File: config.mk
export PLATFORM = sky130hd
export DESIGN_NAME = rate_key_ctrl
export DESIGN_NICKNAME = d
export VERILOG_FILES = /design/src/rtl/rate_key_pkg.sv /design/src/rtl/rate_key_ctrl_key_debounce.sv /design/src/rtl/rate_key_ctrl.sv
export SDC_FILE = /design/constraint.sdc
export NUM_CORES = 1
export LEC_CHECK = 0
export ABC_AREA = 1
export BUFFER_PORTS_ARGS = -buffer_cell sky130_fd_sc_hd__buf_4
export CAP_MARGIN = 5
export CELL_PAD_IN_SITES_DETAIL_PLACEMENT = 0
export CELL_PAD_IN_SITES_GLOBAL_PLACEMENT = 1
export CORE_MARGIN = 5
export CORE_UTILIZATION = 35
export CTS_CLUSTER_DIAMETER = 100
export CTS_CLUSTER_SIZE = 16
export DETAILED_ROUTE_END_ITERATION = 16
export GPL_TIMING_DRIVEN = 0
export PLACE_DENSITY = 0.66
export SYNTH_ARGS = -nofsm -noshare
export SYNTH_HDL_FRONTEND = slang
export SYNTH_SLANG_ARGS = --single-unit
File: constraint.sdc
create_clock -name iClk -period 5.8 [get_ports iClk]
set_input_delay 0.58 -clock iClk [delete_from_list [all_inputs] [get_ports iClk]]
set_output_delay 0.58 -clock iClk [all_outputs]
set_load 0.1 [all_outputs]
File: src/rtl/rate_key_pkg.sv
// Shared constants, key FSM state type and ms-to-cycles helper for the
// rate_key_ctrl push-button front end.
package rate_key_pkg;

   localparam logic [1:0] RATE_1HZ  = 2'b00;
   localparam logic [1:0] RATE_5HZ  = 2'b01;
   localparam logic [1:0] RATE_10HZ = 2'b11;

   typedef enum logic [1:0] {
      RELEASED,
      PRESS_WAIT,
      PRESSED,
      RELEASE_WAIT
   } key_state_t;

   // Integer division first, so CLOCKFREQ below 1 kHz truncates to zero cycles
   // per ms and is caught by the elaboration check in key_debounce.
   function automatic logic [31:0] ms_to_cycles(input int unsigned freq, input int unsigned ms);
      return freq / 32'd1000 * ms;
   endfunction

endpackage

File: src/rtl/rate_key_ctrl_key_debounce.sv
// key_debounce: 2-flop synchroniser, press/release debounce FSM and a one-cycle
// accept pulse per debounced press. With RATE_HOLD_REPEAT_EN defined, a
// repeat down-counter adds extra accept pulses while the key stays pressed.
//
// state        | meaning
// -------------+--------------------------------------------------------
// RELEASED     | key debounced as up, waiting for a low sample
// PRESS_WAIT   | counting consecutive low samples towards D
// PRESSED      | key debounced as down (accept already issued)
// RELEASE_WAIT | counting consecutive high samples towards D
module key_debounce
   import rate_key_pkg::*;
#(
   parameter int unsigned CLOCKFREQ        = 100_000_000,
   parameter int unsigned DEBOUNCE_MS      = 20,
   parameter int unsigned REPEAT_DELAY_MS  = 500,
   parameter int unsigned REPEAT_PERIOD_MS = 250
) (
   input  logic iClk,
   input  logic iRst_n,
   input  logic iKey_n,
   output logic oAccept
);

   localparam logic [31:0] D_C = ms_to_cycles(CLOCKFREQ, DEBOUNCE_MS);

   if (D_C < 32'd1) begin : g_bad_debounce
      $error("key_debounce: CLOCKFREQ/1000*DEBOUNCE_MS must be at least 1");
   end

   logic        sync1_q, sync2_q;
   key_state_t  state_q, state_d;
   logic [31:0] cnt_q, cnt_d;
   logic        deb_acc;

   // Two-flop synchroniser; resets to the released level.
   always_ff @(posedge iClk or negedge iRst_n) begin
      if (!iRst_n) begin
         sync1_q <= 1'b1;
         sync2_q <= 1'b1;
      end else begin
         sync1_q <= iKey_n;
         sync2_q <= sync1_q;
      end
   end

   // Debounce FSM next state; with D = 1 the single qualifying sample jumps
   // straight across the wait state.
   always_comb begin
      state_d = state_q;
      cnt_d   = cnt_q;
      deb_acc = 1'b0;
      case (state_q)
         RELEASED: begin
            if (!sync2_q) begin
               if (D_C == 32'd1) begin
                  state_d = PRESSED;
                  cnt_d   = '0;
                  deb_acc = 1'b1;
               end else begin
                  state_d = PRESS_WAIT;
                  cnt_d   = 32'd1;
               end
            end
         end
         PRESS_WAIT: begin
            if (sync2_q) begin
               state_d = RELEASED;
               cnt_d   = '0;
            end else if (cnt_q + 32'd1 == D_C) begin
               state_d = PRESSED;
               cnt_d   = '0;
               deb_acc = 1'b1;
            end else begin
               cnt_d = cnt_q + 32'd1;
            end
         end
         PRESSED: begin
            if (sync2_q) begin
               if (D_C == 32'd1) begin
                  state_d = RELEASED;
                  cnt_d   = '0;
               end else begin
                  state_d = RELEASE_WAIT;
                  cnt_d   = 32'd1;
               end
            end
         end
         RELEASE_WAIT: begin
            if (!sync2_q) begin
               state_d = PRESSED;
               cnt_d   = '0;
            end else if (cnt_q + 32'd1 == D_C) begin
               state_d = RELEASED;
               cnt_d   = '0;
            end else begin
               cnt_d = cnt_q + 32'd1;
            end
         end
         default: begin
            state_d = RELEASED;
            cnt_d   = '0;
         end
      endcase
   end

   // FSM state and debounce counter registers.
   always_ff @(posedge iClk or negedge iRst_n) begin
      if (!iRst_n) begin
         state_q <= RELEASED;
         cnt_q   <= '0;
      end else begin
         state_q <= state_d;
         cnt_q   <= cnt_d;
      end
   end

`ifdef RATE_HOLD_REPEAT_EN
   localparam logic [31:0] RD_C = ms_to_cycles(CLOCKFREQ, REPEAT_DELAY_MS);
   localparam logic [31:0] RP_C = ms_to_cycles(CLOCKFREQ, REPEAT_PERIOD_MS);

   if (RD_C < 32'd1 || RP_C < 32'd1) begin : g_bad_repeat
      $error("key_debounce: repeat delay and period must each be at least 1 cycle");
   end

   logic [31:0] rpt_q, rpt_d;
   logic        rpt_fire;

   // Repeat timer: loaded on entry to PRESSED, fires at terminal count and
   // reloads with the period; cleared whenever the key is not held in PRESSED.
   always_comb begin
      rpt_d    = rpt_q;
      rpt_fire = 1'b0;
      if (state_d != PRESSED) begin
         rpt_d = '0;
      end else if (state_q != PRESSED) begin
         rpt_d = RD_C - 32'd1;
      end else if (rpt_q == '0) begin
         rpt_fire = 1'b1;
         rpt_d    = RP_C - 32'd1;
      end else begin
         rpt_d = rpt_q - 32'd1;
      end
   end

   // Repeat timer register.
   always_ff @(posedge iClk or negedge iRst_n) begin
      if (!iRst_n) begin
         rpt_q <= '0;
      end else begin
         rpt_q <= rpt_d;
      end
   end

   assign oAccept = deb_acc | rpt_fire;
`else
   // Repeat timing is accepted as parameters but no repeat hardware is built.
   if (REPEAT_DELAY_MS == 0 && REPEAT_PERIOD_MS == 0) begin : g_repeat_unused
   end

   assign oAccept = deb_acc;
`endif

endmodule

File: src/rtl/rate_key_ctrl.sv
// rate_key_ctrl: debounced up/down keys step a 2-bit LED rate code through
// 1 Hz -> 5 Hz -> 10 Hz (wrapping) with a one-cycle change strobe.
// Optional hold-to-repeat stepping is built when RATE_HOLD_REPEAT_EN is defined.
module rate_key_ctrl
   import rate_key_pkg::*;
#(
   parameter int unsigned CLOCKFREQ        = 100_000_000,
   parameter int unsigned DEBOUNCE_MS      = 20,
   parameter int unsigned REPEAT_DELAY_MS  = 500,
   parameter int unsigned REPEAT_PERIOD_MS = 250
) (
   input  logic       iClk,
   input  logic       iRSt_n,
   input  logic       iKey_up_n,
   input  logic       iKey_dn_n,
   output logic [1:0] oRate_control,
   output logic       oChange
);

   logic       acc_up, acc_dn;
   logic [1:0] rate_q, rate_d;
   logic       change_q, change_d;

   key_debounce #(
      .CLOCKFREQ       (CLOCKFREQ),
      .DEBOUNCE_MS     (DEBOUNCE_MS),
      .REPEAT_DELAY_MS (REPEAT_DELAY_MS),
      .REPEAT_PERIOD_MS(REPEAT_PERIOD_MS)
   ) u_key_up (
      .iClk   (iClk),
      .iRst_n (iRSt_n),
      .iKey_n (iKey_up_n),
      .oAccept(acc_up)
   );

   key_debounce #(
      .CLOCKFREQ       (CLOCKFREQ),
      .DEBOUNCE_MS     (DEBOUNCE_MS),
      .REPEAT_DELAY_MS (REPEAT_DELAY_MS),
      .REPEAT_PERIOD_MS(REPEAT_PERIOD_MS)
   ) u_key_dn (
      .iClk   (iClk),
      .iRst_n (iRSt_n),
      .iKey_n (iKey_dn_n),
      .oAccept(acc_dn)
   );

   // Step the rate code on a lone accept; simultaneous accepts cancel, and the
   // unused code 10 is recovered to 1 Hz.
   always_comb begin
      rate_d   = rate_q;
      change_d = 1'b0;
      if (rate_q == 2'b10) begin
         rate_d   = RATE_1HZ;
         change_d = 1'b1;
      end else if (acc_up && !acc_dn) begin
         case (rate_q)
            RATE_1HZ: rate_d = RATE_5HZ;
            RATE_5HZ: rate_d = RATE_10HZ;
            default:  rate_d = RATE_1HZ;
         endcase
         change_d = 1'b1;
      end else if (acc_dn && !acc_up) begin
         case (rate_q)
            RATE_1HZ:  rate_d = RATE_10HZ;
            RATE_10HZ: rate_d = RATE_5HZ;
            default:   rate_d = RATE_1HZ;
         endcase
         change_d = 1'b1;
      end
   end

   // Registered rate code and change strobe.
   always_ff @(posedge iClk or negedge iRSt_n) begin
      if (!iRSt_n) begin
         rate_q   <= RATE_1HZ;
         change_q <= 1'b0;
      end else begin
         rate_q   <= rate_d;
         change_q <= change_d;
      end
   end

   assign oRate_control = rate_q;
   assign oChange       = change_q;

endmodule

; ---- After elaboration in Yosys (flattened, before gate mapping)
; Cells that the tools add are included.
; W data, S select, Z words.
[op_classes]
n_addsub = 2
n_eq_ne = 19
n_mux = 40
n_reduce_logical = 12
[op_table]
columns = operator, count
row1 = $mux W32, 10
row2 = $pmux W32 S4, 2
row3 = $add A32 B1 Y32 const B, 2
row4 = $eq A32 B21 Y1 const B, 2
row5 = $mux W2, 15
row6 = $pmux W2 S4, 2
row7 = $eq A2 B2 Y1 const B, 6
row8 = $mux W1, 9
row9 = $pmux W2 S2, 2
row10 = $reduce_and A4 Y1, 2
row11 = $eq A2 B1 Y1 const B, 3
row12 = $logic_not A2 Y1, 3
row13 = $ne A3 B1 Y1 const B, 2
row14 = $ne A3 B3 Y1 const B, 2
row15 = $ne A2 B1 Y1 const B, 2
row16 = $ne A2 B2 Y1 const B, 2
row17 = $reduce_and A2 Y1, 2
row18 = $reduce_bool A3 Y1, 1
row19 = $logic_and A1 B1 Y1, 2
row20 = $logic_not A1 Y1, 2
[totals]
ff_bits = 75
output_inout_bits = 3
wordCells = 83

; ---- Longest topological paths before layout
; Gate-level depths: netlist of the first run.
[depth]
depth_word = 10
ltp_mapped = 19
mapped_depth_nobuf = 19

; ---- Cells and area by module
; Synthesis of the first run repeated with hierarchy kept, for this count alone.
[hier_totals]
cells_unflattened = 832
hier_area_um2 = 5730.5
[modules_own_cells]
columns = module, instances, cells_each, area_each_um2
row1 = key_debounce at u_key_dn, 1, 399, 2813.9
row2 = key_debounce at u_key_up, 1, 401, 2661.3
row3 = rate_key_ctrl, 1, 32, 255.2

; ---- Worst setup path after synthesis of the first run
; Ideal clock, no wire load.
[synth_timing]
kind = flip-flop to flip-flop
start = register u_key_dn.cnt_q[0]
end = register rate_q[1] (netlist: oRate_control[1])
setup_ns = 0.101
t_arrival_ns = 2.421
slack_ns = 3.278
path_stages_with_launch = 19
n_path_buf = 0
period_less_slack_ns = 2.522
path_cell_list = dfrtp_1 > ha_1 > nand2_2 > nor2_2 > nand2_2 > nor2_4 > nand2_1 > nand2_1 > nand2_1 > nor2_2 > nand2_2 > nor2_4 > nand4_4 > nor2_4 > inv_2 > ha_1 > inv_1 > nor2_1 > o32ai_1
[synth_between]
elab_chain_len = 9
elab_cells_between_ends = 11
[synth_rtl]
columns = item, line_no
row1 = start: declaration, rate_key_ctrl_key_debounce.sv:33  ; logic [31:0] cnt_q, cnt_d;
row2 = start signal: assignment, rate_key_ctrl_key_debounce.sv:114  ; cnt_q <= cnt_d;
row3 = $add A32 B1 Y32 (*), rate_key_ctrl_key_debounce.sv:70  ; end else if (cnt_q + 32'd1 == D_C) begin
row4 = $eq A32 B21 Y1 (*), rate_key_ctrl_key_debounce.sv:70
row5 = $mux W1 (*), rate_key_ctrl_key_debounce.sv:70
row6 = $mux W1 (*), rate_key_ctrl_key_debounce.sv:67  ; if (sync2_q) begin
row7 = $mux W1 (*), rate_key_ctrl_key_debounce.sv:53  ; case (state_q)
row8 = $logic_not A1 Y1, rate_key_ctrl.sv:56  ; end else if (acc_up && !acc_dn) begin
row9 = $logic_and A1 B1 Y1, rate_key_ctrl.sv:56
row10 = $mux W2, rate_key_ctrl.sv:56
row11 = $mux W2, rate_key_ctrl.sv:53  ; if (rate_q == 2'b10) begin
row12 = end signal: assignment, rate_key_ctrl.sv:79  ; rate_q <= rate_d;
row13 = end: declaration, rate_key_ctrl.sv:21  ; logic [1:0] rate_q, rate_d;
; Every way passes the cells marked *; elsewhere a longest branch is shown, timed or not.
; A chain may end at the register's enable or synchronous reset.

; ---- Final worst setup path of the first run
; Ends and elaborated chain as after synthesis.

==> results.py, run 1 <==
metrics = {
    "die": {
        "ioPinCount": 7,
        "die_w_um": 139,
        "chipHeight_um": 139,
        "die_area_um2": 19400,
        "row_count": 47,
        "coreArea_um2": 16500,
        "start_util_pct": 35.5,
    },
    "clocking": {
        "tritoncts": "built",
        "clk_pin_slew_ns": 0.07,
        "cts_max_path_buffers": 2,
        "post_cts.repair.setup_buffers": 0,
        "insertion_delay_ns": 0.35,
        "holdBufCountCts": 0,
        "cts.sinks": 75,
        "cts_buffers": 9,
        "cts_resized": 0,
        "htree_num_levels": 3,
        "clock-root-buffer": "clkbuf_16",
    },
    "layout": {
        "n_antenna_cell": 0,
        "fin_cells": 1134,
        "layout-drive-gt1-share_pct": 10.6,
        "fillers": 1815,
        "nNetsFinal": 922,
        "syn2layout_area_growth_pct": 11.1,
    },
    "timing": {
        "tightest_slew_ns": 1.06,
        "slew_headroom_pct": 29.6,
        "hold_viol_final": 0,
        "min_period_over_period_pct": 54.2,
        "max_freq_ghz": 0.318,
        "layout_min_cycle_time_ns": 3.14,
        "setup_viol": 0,
        "finalMaxSlewViolations": 0,
        "finalSetupTns_ns": 0,
        "rsz0062_at_grt": "false",
        "finClkSkew_ns": 0.00976,
    },
    "yosys": {
        "ys_warn_count": 0,
        "async_reset_ff_share_pct": 100,
        "yosys.cell_types.count": 36,
        "synth_most_common_cell": "nand2_1",
        "synth_top_area_share_pct": 30.4,
        "ys_seq_elements": 75,
        "ys_top_cells_by_area": "dfrtp_1, nand2_1, nand3_1",
        "syn_avg_cell_area_um2": 6.56,
        "netlist_instances": 892,
        "syn_area_um2": 5850,
        "yosysTopAreaCell": "dfrtp_1",
        "synth_edf_count": 0,
        "ys_seq_area_share_pct": 32.2,
        "synthTopCellsByCount": "nand2_1, nand3_1, nor2_1",
        "syn_nets": 905,
        "postSynth.topFlopCell": "dfrtp_1",
    },
    "worst_setup_path": {
        "cp_max_fo": 7,
        "worstSetupPathDepth": 18,
        "rr_worst_depth": 18,
        "rrSetupSlack_ns": 2.66,
        "startpoint": "u_key_dn.cnt_q[0]",
        "crit_top_cell": "nand2_1",
        "crit_end": "oRate_control[1]",
        "worst_ep_arrival_time_ns": 3.39,
        "crit_slowest_cell": "dfrtp_1",
        "endpoint_kind": "flop",
        "critPathKind": "reg2reg",
        "path_buf_inv": 2,
        "r2r-start": "u_key_dn.cnt_q[0]",
        "max_stage_delay_ns": 0.52,
        "crit_family": "simple AND/OR/NAND/NOR gates",
        "cp.required_ns": 6.04,
        "reg2reg_to": "oRate_control[1]",
        "crit_path_start_kind": "flop",
        "path_cells": "ha_1 > nand2_2 > nor2_2 > nand2_2 > nor2_1 > nand2_1 > nand2_1 > nand2_1 > nor2_1 > nand2_1 > nor2_4 > nand4_4 > nor2_4 > inv_2 > ha_1 > inv_1 > nor2_1 > o32ai_1",
    },
    "route": {
        "drtIter0Drc": 367,
        "wl_per_cell_um": 16.2,
        "firstDrtPassIters": 5,
        "vias": 5718,
        "vias_per_cell": 5.04,
        "ant_nets": 0,
        "wirelength_um": 18400,
        "drc": 0,
    },
    "power_and_ir_drop": {
        "total_power_mw": 1.25,
        "combPwrFrac_pct": 5.5,
        "swShare_pct": 26.1,
        "p_int_mw": 0.923,
        "pwr_density_cell_nw_per_um2": 192,
        "netSwitchingPower_mw": 0.326,
        "max-vdd-ir-drop_mv": 0.140,
        "p_leak_nw": 2.78,
        "clockPowerShare_pct": 51.1,
        "p_seq_share_pct": 43.4,
    },
    "global_routing": {
        "grt_pass1_wl_um": 29900,
        "grt.overflow.total": 0,
        "track_usage_pct": 19.6,
        "grt_max_degree": 76,
        "grt_pass1_vias": 5416,
        "antenna_found_initial": 0,
    },
    "worst_hold_path": {
        "holdPathStages": 1,
        "min_from": "iKey_dn_n",
        "hold_class": "in2reg",
    },
    "placed_design": {
        "io_buffers": 6,
        "gp_congestion": 0.831,
        "dp_hpwl_um": 13700,
        "placed_cells": 1118,
    },
    "outcome": {
        "status": "finished clean",
    },
    "job": {
        "maxCapViolCount": 0,
    },
}
## layer usage
metal | share of wire (%) | vias to the layer above | GRT usage [%]
met5 | 0 | - | 0
met4 | 1.9 | 0 | 5.51
met2 | 46 | 110 | 30.9
met3 | 3.4 | 19 | 2.92
li1 | - | 2916 | -
met1 | 49 | 2673 | 27.9
## stage by stage
| step | util (%) | setup WS, ns | hold WS (ns) | area, um2 |
|---|---|---|---|---|
| floorplan | - | 3.28 | 0.284 | 5850 |
| global placement | 37.5 | 2.62 | 0.346 | 6170 |
| detailed placement | 37.5 | 2.65 | 0.351 | 6170 |
| CTS | 39.5 | 2.60 | 0.319 | 6500 |
| global route | 39.5 | 2.34 | 0.320 | 6500 |
| finish | 39.5 | 2.66 | 0.335 | 6500 |
## state kept, by name (all words and copies together) (netlist names), named ones only
name,flops
u_key_dn.sync1_q,1
u_key_up.sync2_q,1
u_key_dn.state_q,1
u_key_dn.sync2_q,1
u_key_dn.cnt_q,32
u_key_up.cnt_q,32
u_key_up.sync1_q,1
oChange,1
u_key_up.state_q,1
oRate_control,2
## layout make-up
class	count	area, um2	area share, %
clock inverters	7	101	1.56
plain buffers	18	70.1	1.08
flip-flops and latches	75	1880	29.0
repair buffers	6	45.0	0.693
well taps	220	275	4.24
inverters	86	323	4.97
multi-input cells	713	3580	55.0
clock buffers	9	225	3.47
## how the worst min path moves through the flow
stage                             to  slack [ns]
floorplan                  async pin        0.28
global placement    u_key_up.sync2_q        0.35
detailed placement  u_key_up.sync2_q        0.35
CTS                 u_key_dn.sync1_q        0.32
global route        u_key_up.sync1_q        0.32
finish              u_key_dn.sync1_q        0.34
## cell usage in the layout (no fill, tap or decap), types with 8 or more instances in the layout
cell	count
nand2_1	318
nand3_1	125
nor2_1	115
inv_1	72
dfrtp_1	71
nand3b_1	26
o211ai_1	21
nor2_4	16
clkbuf_1	15
nand2_2	14
nor2_2	11
inv_2	11
o21ai_0	9
ha_1	9
clkbuf_16	9
o311ai_0	8
## cell families after synthesis
logic type | share of synthesized area [%]
compound gates | 6.12
xor+xnor | 0.449
buf+inv | 6.71
flops | 32.2
simple gates | 52.6
fa+ha+maj | 1.92
## power by group through the flow
stage	logic [mW]	clock network [mW]	registers, mW
detailed placement	0.0698	0	0.552
CTS	0.0700	0.657	0.542
global route	0.0766	0.677	0.543
floorplan	0.0354	0	0.548
finish	0.0688	0.639	0.542
global placement	0.0702	0	0.551
No activity file was read; power rests on OpenSTA's default activity.
==> inputs of run 2 (changes only) <==
- ABC_AREA: 1 -> 0
- PLACE_DENSITY: 0.66 -> 0.65
- clock period: 5.8 -> 2.8 ns (I/O delays scaled with it)
==> results.py, run 2 <==
metrics = {
    "layout": {
        "final_cell_mix": "nand2_1, dfrtp_1, buf_4",
        "stdcell_area_um2": 6770,
        "fillers": 1398,
        "layout-drive-gt1-share_pct": 29.1,
        "n_antenna_cell": 0,
        "nNetsFinal": 709,
        "final_common_cell": "nand2_1",
        "syn2layout_area_growth_pct": 31.6,
    },
    "timing": {
        "finClkSkew_ns": 0.0120,
        "finalWorstSetupSlack_ns": -0.780,
        "max_freq_ghz": 0.279,
        "tightest_slew_ns": 1.03,
        "slew_headroom_pct": 31.6,
        "hold_viol_final": 0,
        "rsz0062_at_grt": "true",
        "setup_viol": 38,
        "finalMaxSlewViolations": 0,
        "min_period_over_period_pct": 128,
        "layout_min_cycle_time_ns": 3.58,
    },
    "placed_design": {
        "place_area_um2": 5450,
        "dp_slack_ns": -1.18,
        "gp_congestion": 0.952,
        "dp_hpwl_um": 10900,
        "io_buffers": 6,
    },
    "global_routing": {
        "grt_max_degree": 76,
        "antenna_found_initial": 0,
        "grt.overflow.total": 0,
        "grt_pass1_wl_um": 26900,
        "grt_pass1_vias": 4945,
        "track_usage_pct": 19.0,
    },
    "yosys": {
        "ys_seq_elements": 75,
        "syn_avg_cell_area_um2": 8.14,
        "synth_edf_count": 0,
        "syn_nets": 645,
        "async_reset_ff_share_pct": 100,
        "netlist_instances": 632,
        "syn_area_um2": 5140,
        "yosysTopAreaCell": "dfrtp_1",
        "ys_seq_area_share_pct": 36.6,
        "synth_most_common_cell": "nand2_1",
        "ys_top_cells_by_area": "dfrtp_1, nand2_1, nand3_1",
        "synthTopCellsByCount": "nand2_1, dfrtp_1, nand3_1",
        "postSynth.topFlopCell": "dfrtp_1",
        "ys_warn_count": 0,
        "yosys.cell_types.count": 65,
        "synth_top_area_share_pct": 34.5,
    },
    "die": {
        "ioPinCount": 7,
        "die_area_um2": 17200,
        "start_util_pct": 35.5,
        "coreArea_um2": 14500,
        "die_w_um": 131,
        "row_count": 44,
        "chipHeight_um": 131,
    },
    "worst_setup_path": {
        "cp.required_ns": 3.05,
        "crit_path_start_kind": "flop",
        "endpoint_kind": "flop",
        "critPathKind": "reg2reg",
        "cp_max_fo": 4,
        "worst_ep_arrival_time_ns": 3.83,
    },
    "outcome": {
        "failed_checks": "negative setup slack",
        "status": "complete, but fails checks",
    },
    "route": {
        "vias_per_cell": 5.96,
        "drc": 0,
        "vias": 5271,
        "ant_nets": 0,
        "firstDrtPassIters": 5,
        "wl_per_cell_um": 19.4,
        "drtIter0Drc": 359,
        "wirelength_um": 17200,
    },
    "clocking": {
        "insertion_delay_ns": 0.36,
        "clock-root-buffer": "clkbuf_16",
        "clk_pin_slew_ns": 0.07,
        "tritoncts": "built",
        "cts_buffers": 9,
        "cts.sinks": 75,
        "htree_num_levels": 3,
        "cts_max_path_buffers": 2,
        "holdBufCountCts": 0,
    },
    "power_and_ir_drop": {
        "max-vdd-ir-drop_mv": 0.297,
        "total_power_mw": 2.54,
        "pwr_density_cell_nw_per_um2": 376,
        "p_leak_nw": 2.71,
    },
    "worst_hold_path": {
        "hold_class": "in2reg",
    },
    "job": {
        "maxCapViolCount": 0,
    },
}
==> run 2: metal layers <==
metal / vias up / track usage (%) / share of wire (%)
li1: 2503 / - / -
met1: 2570 / 24.7 / 44
met2: 154 / 31.9 / 49
met3: 44 / 2.22 / 3.6
met4: 0 / 8.55 / 3.2
met5: - / 0 / 0
==> run 2: kinds of logic after synthesis <==
group	count (synthesis)	share of synthesized area (%)
mux	6	1.17
buf+inv	55	4.16
simple gates	327	34.2
fa+ha+maj	9	2.19
flops	75	36.6
compound gates	144	19.0
xor+xnor	16	2.72
==> run 2: critical path: stages, from the launching register on <==
cell,delay [ns]
dfrtp_2,0.42
nand4_4,0.16
buf_6,0.15
or4_4,0.54
or3_4,0.36
a22oi_2,0.20
nand4_1,0.17
or4_4,0.57
or3_4,0.38
ha_4,0.18
mux2i_1,0.14
nor2_1,0.05
a21oi_1,0.11
nor2_1,0.05
==> run 2: where the power goes <==
part           internal [mW]  switching [mW]  total, mW
Clock                  0.635           0.587       1.22
Sequential              1.10          0.0243       1.12
Combinational         0.0724           0.123      0.196
Total                   1.81           0.734       2.54
==> run 2: timing repair <==
| item | CTS | global route |
|---|---|---|
| buffers inserted | 37 | 21 |
| endpoints found under the hold margin | 0 | 0 |
| setup endpoints to repair | 40 | 40 |
| gates resized for setup | 75 | 92 |
| gates cloned | 1 | 2 |
| pin swaps | 22 | 29 |
==> run 2: layout make-up <==
cell class	instances	area [um2]	area share [%]
repair buffers	65	551	8.14
well taps	184	230	3.40
multi-input cells	502	3550	52.5
clock inverters	7	73.8	1.09
clock buffers	9	225	3.33
flip-flops and latches	75	1900	28.1
inverters	16	60.1	0.888
plain buffers	27	168	2.48
==> run 2: stage by stage <==
stage	cells	hold slack, ns	util [%]	TNS, ns
3_5_place_dp	822	0.348	37.6	-31.79
2_1_floorplan	632	-0.0156	-	-2.10
3_3_place_gp	822	0.346	37.6	-31.40
6_report	885	0.0242	46.7	-9.41
5_1_grt	885	0.0168	46.7	-13.37
4_1_cts	873	0.0171	43.5	-11.87
==> run 2: path summary, 6_finish.rpt <==
kind | depth (start not counted) | endpoint | startpoint | slack, ns
min reg2reg | 0 | u_key_dn.sync2_q | u_key_dn.sync1_q | 0.36
max | 13 | oRate_control[1] | u_key_up.cnt_q[11] | -0.78
max reg2reg | 13 | oRate_control[1] | u_key_up.cnt_q[11] | -0.78
min | 1 | u_key_up.sync1_q | iKey_up_n | 0.02
max in group asynchronous | 1 | u_key_dn.cnt_q[7] | iRSt_n | 1.96
min in group asynchronous | 1 | oRate_control[1] | iRSt_n | 0.07
==> inputs of run 3 (changes only) <==
- CELL_PAD_IN_SITES_DETAIL_PLACEMENT: 0 -> unset
- CELL_PAD_IN_SITES_GLOBAL_PLACEMENT: 1 -> unset
- PLACE_DENSITY: 0.65 -> 0.53
==> results.py, run 3 (synthesized netlist as in run 2, its figures left out) <==
metrics = {
    "outcome": {
        "status": "complete, but fails checks",
        "failed_checks": "negative setup slack",
    },
    "worst_setup_path": {
        "worst_ep_arrival_time_ns": 3.73,
        "cp_max_fo": 4,
        "crit_slowest_cell": "or4_4",
        "crit_path_start_kind": "flop",
        "path_cells": "nand4_4 > or3_4 > or3_4 > a2111oi_4 > nand4_1 > or4_4 > or3_4 > ha_4 > mux2i_1 > nor2_1 > a21oi_1 > nor2_1",
        "max_stage_delay_ns": 0.59,
        "rrSetupSlack_ns": -0.70,
        "reg2reg_to": "oRate_control[1]",
        "critPathKind": "reg2reg",
        "cp.required_ns": 3.03,
        "rr_worst_depth": 12,
        "r2r-start": "u_key_up.cnt_q[8]",
        "endpoint_kind": "flop",
        "crit_top_cell": "or3_4",
    },
    "placed_design": {
        "placed_cells": 822,
        "dp_hpwl_um": 10500,
        "gp_congestion": 0.905,
        "place_area_um2": 5450,
        "io_buffers": 6,
        "dp_slack_ns": -1.22,
    },
    "power_and_ir_drop": {
        "p_leak_nw": 2.69,
        "pwr_density_cell_nw_per_um2": 387,
        "max-vdd-ir-drop_mv": 0.377,
    },
    "timing": {
        "max_freq_ghz": 0.286,
        "layout_min_cycle_time_ns": 3.50,
        "whs_ns": 0.0396,
        "finalWorstSetupSlack_ns": -0.696,
        "slew_headroom_pct": 36.1,
        "setup_viol": 36,
        "tightest_slew_ns": 0.959,
        "hold_viol_final": 0,
        "rsz0062_at_grt": "true",
        "finalSetupTns_ns": -11.88,
        "min_period_over_period_pct": 125,
        "finalMaxSlewViolations": 0,
        "finClkSkew_ns": 0.00736,
    },
    "global_routing": {
        "grt_pass1_wl_um": 26200,
        "use_met1_pct": 22.9,
        "grt_pass1_vias": 4981,
        "grt_util_met3_pct": 3.48,
        "antenna_found_initial": 0,
        "grt_util_met2_pct": 31.4,
        "grt.overflow.total": 0,
        "track_usage_pct": 18.5,
        "grt_max_degree": 76,
        "top_usage_layer": "met2",
    },
    "clocking": {
        "htree_num_levels": 3,
        "cts_buffers": 9,
        "clock-root-buffer": "clkbuf_16",
        "tritoncts": "built",
        "insertion_delay_ns": 0.34,
        "holdBufCountCts": 0,
        "cts.sinks": 75,
        "cts_max_path_buffers": 2,
        "clk_pin_slew_ns": 0.06,
    },
    "route": {
        "wirelength_um": 16500,
        "wl_per_cell_um": 18.5,
        "firstDrtPassIters": 6,
        "ant_nets": 0,
        "vias_per_cell": 5.86,
        "vias": 5217,
        "drtIter0Drc": 423,
        "drc": 0,
    },
    "layout": {
        "final_cell_mix": "nand2_1, buf_4, dfrtp_1",
        "n_antenna_cell": 0,
        "fillers": 1401,
        "fin_cells": 891,
        "nNetsFinal": 715,
        "final_common_cell": "nand2_1",
        "layout-drive-gt1-share_pct": 28.3,
        "stdcell_area_um2": 6690,
        "syn2layout_area_growth_pct": 30.2,
    },
    "worst_hold_path": {
        "min_from": "iKey_up_n",
        "hold_path_end": "u_key_up.sync1_q",
        "holdPathStages": 1,
        "hold_class": "in2reg",
    },
    "die": {
        "coreArea_um2": 14500,
        "start_util_pct": 35.5,
        "die_w_um": 131,
        "die_area_um2": 17200,
        "chipHeight_um": 131,
        "ioPinCount": 7,
        "row_count": 44,
    },
    "job": {
        "maxCapViolCount": 0,
    },
}
==> run 3: changes by cell type in the layout (fill, tap and decap cells not counted), sizes merged <==
cell      delta
bufinv       +2
nand4        +1
clkbuf       -1
buf          +7
clkinv       +1
clkinvlp     +2
inv          -6
==> run 3: critical path, delay by kind of cell (launching register included) <==
family,cells,cell delay (ns)
simple gates,8,2.22
fa+ha+maj,1,0.18
compound gates,2,0.44
flops,1,0.40
mux,1,0.15
==> run 3: stage by stage <==
step	power [mW]	utilization (%)
6_report	2.59	46.2
5_1_grt	2.70	46.2
4_1_cts	2.62	43.8
3_5_place_dp	1.28	37.6
3_3_place_gp	1.27	37.6
2_1_floorplan	1.21	-
==> run 3: worst max-delay path by stage <==
| stage | startpoint | to | slack [ns] | depth (start not counted) |
|---|---|---|---|---|
| after floorplan | u_key_up.cnt_q[0] | oRate_control[1] | -0.63 | 13 |
| after CTS | u_key_up.cnt_q[9] | oRate_control[1] | -0.75 | 13 |
| after detailed placement | u_key_up.cnt_q[0] | oRate_control[1] | -1.22 | 13 |
| after global placement | u_key_up.cnt_q[0] | oRate_control[0] | -1.20 | 12 |
| after global routing | u_key_up.cnt_q[0] | oRate_control[1] | -0.86 | 13 |
| final | u_key_up.cnt_q[8] | oRate_control[1] | -0.70 | 12 |
==> run 3: where the power goes <==
group | switching, mW | total [mW] | internal [mW]
clock | 0.481 | 1.29 | 0.805
combinational | 0.114 | 0.177 | 0.0627
sequential | 0.0244 | 1.13 | 1.10
total | 0.620 | 2.59 | 1.97
==> run 3: area by class of cell <==
cell class,count,area [um2],share of cell area (%)
clock buffer,10,239,3.57
sequential,75,1910,28.5
buffer,22,113,1.68
clock inverter,6,88.8,1.33
timing repair buffer,75,598,8.93
inverter,16,60.1,0.897
tap,184,230,3.44
multi-input combinational,503,3450,51.6
==> run 3: what timing repair did <==
action | 4_1_cts | 5_1_grt
endpoints found under the setup margin | 40 | 40
gates cloned | 2 | 0
resized for setup | 72 | 40
buffers inserted | 42 | 26
pin swaps | 26 | 24
==> run 3: per-layer routing <==
| metal | part of all wire (%) | vias to the layer above | routed length [um] |
|---|---|---|---|
| li1 | - | 2506 | - |
| met1 | 43 | 2524 | 7120 |
| met2 | 49 | 144 | 8120 |
| met3 | 4.3 | 43 | 708 |
| met4 | 3.2 | 0 | 520 |
| met5 | 0 | - | 0 |
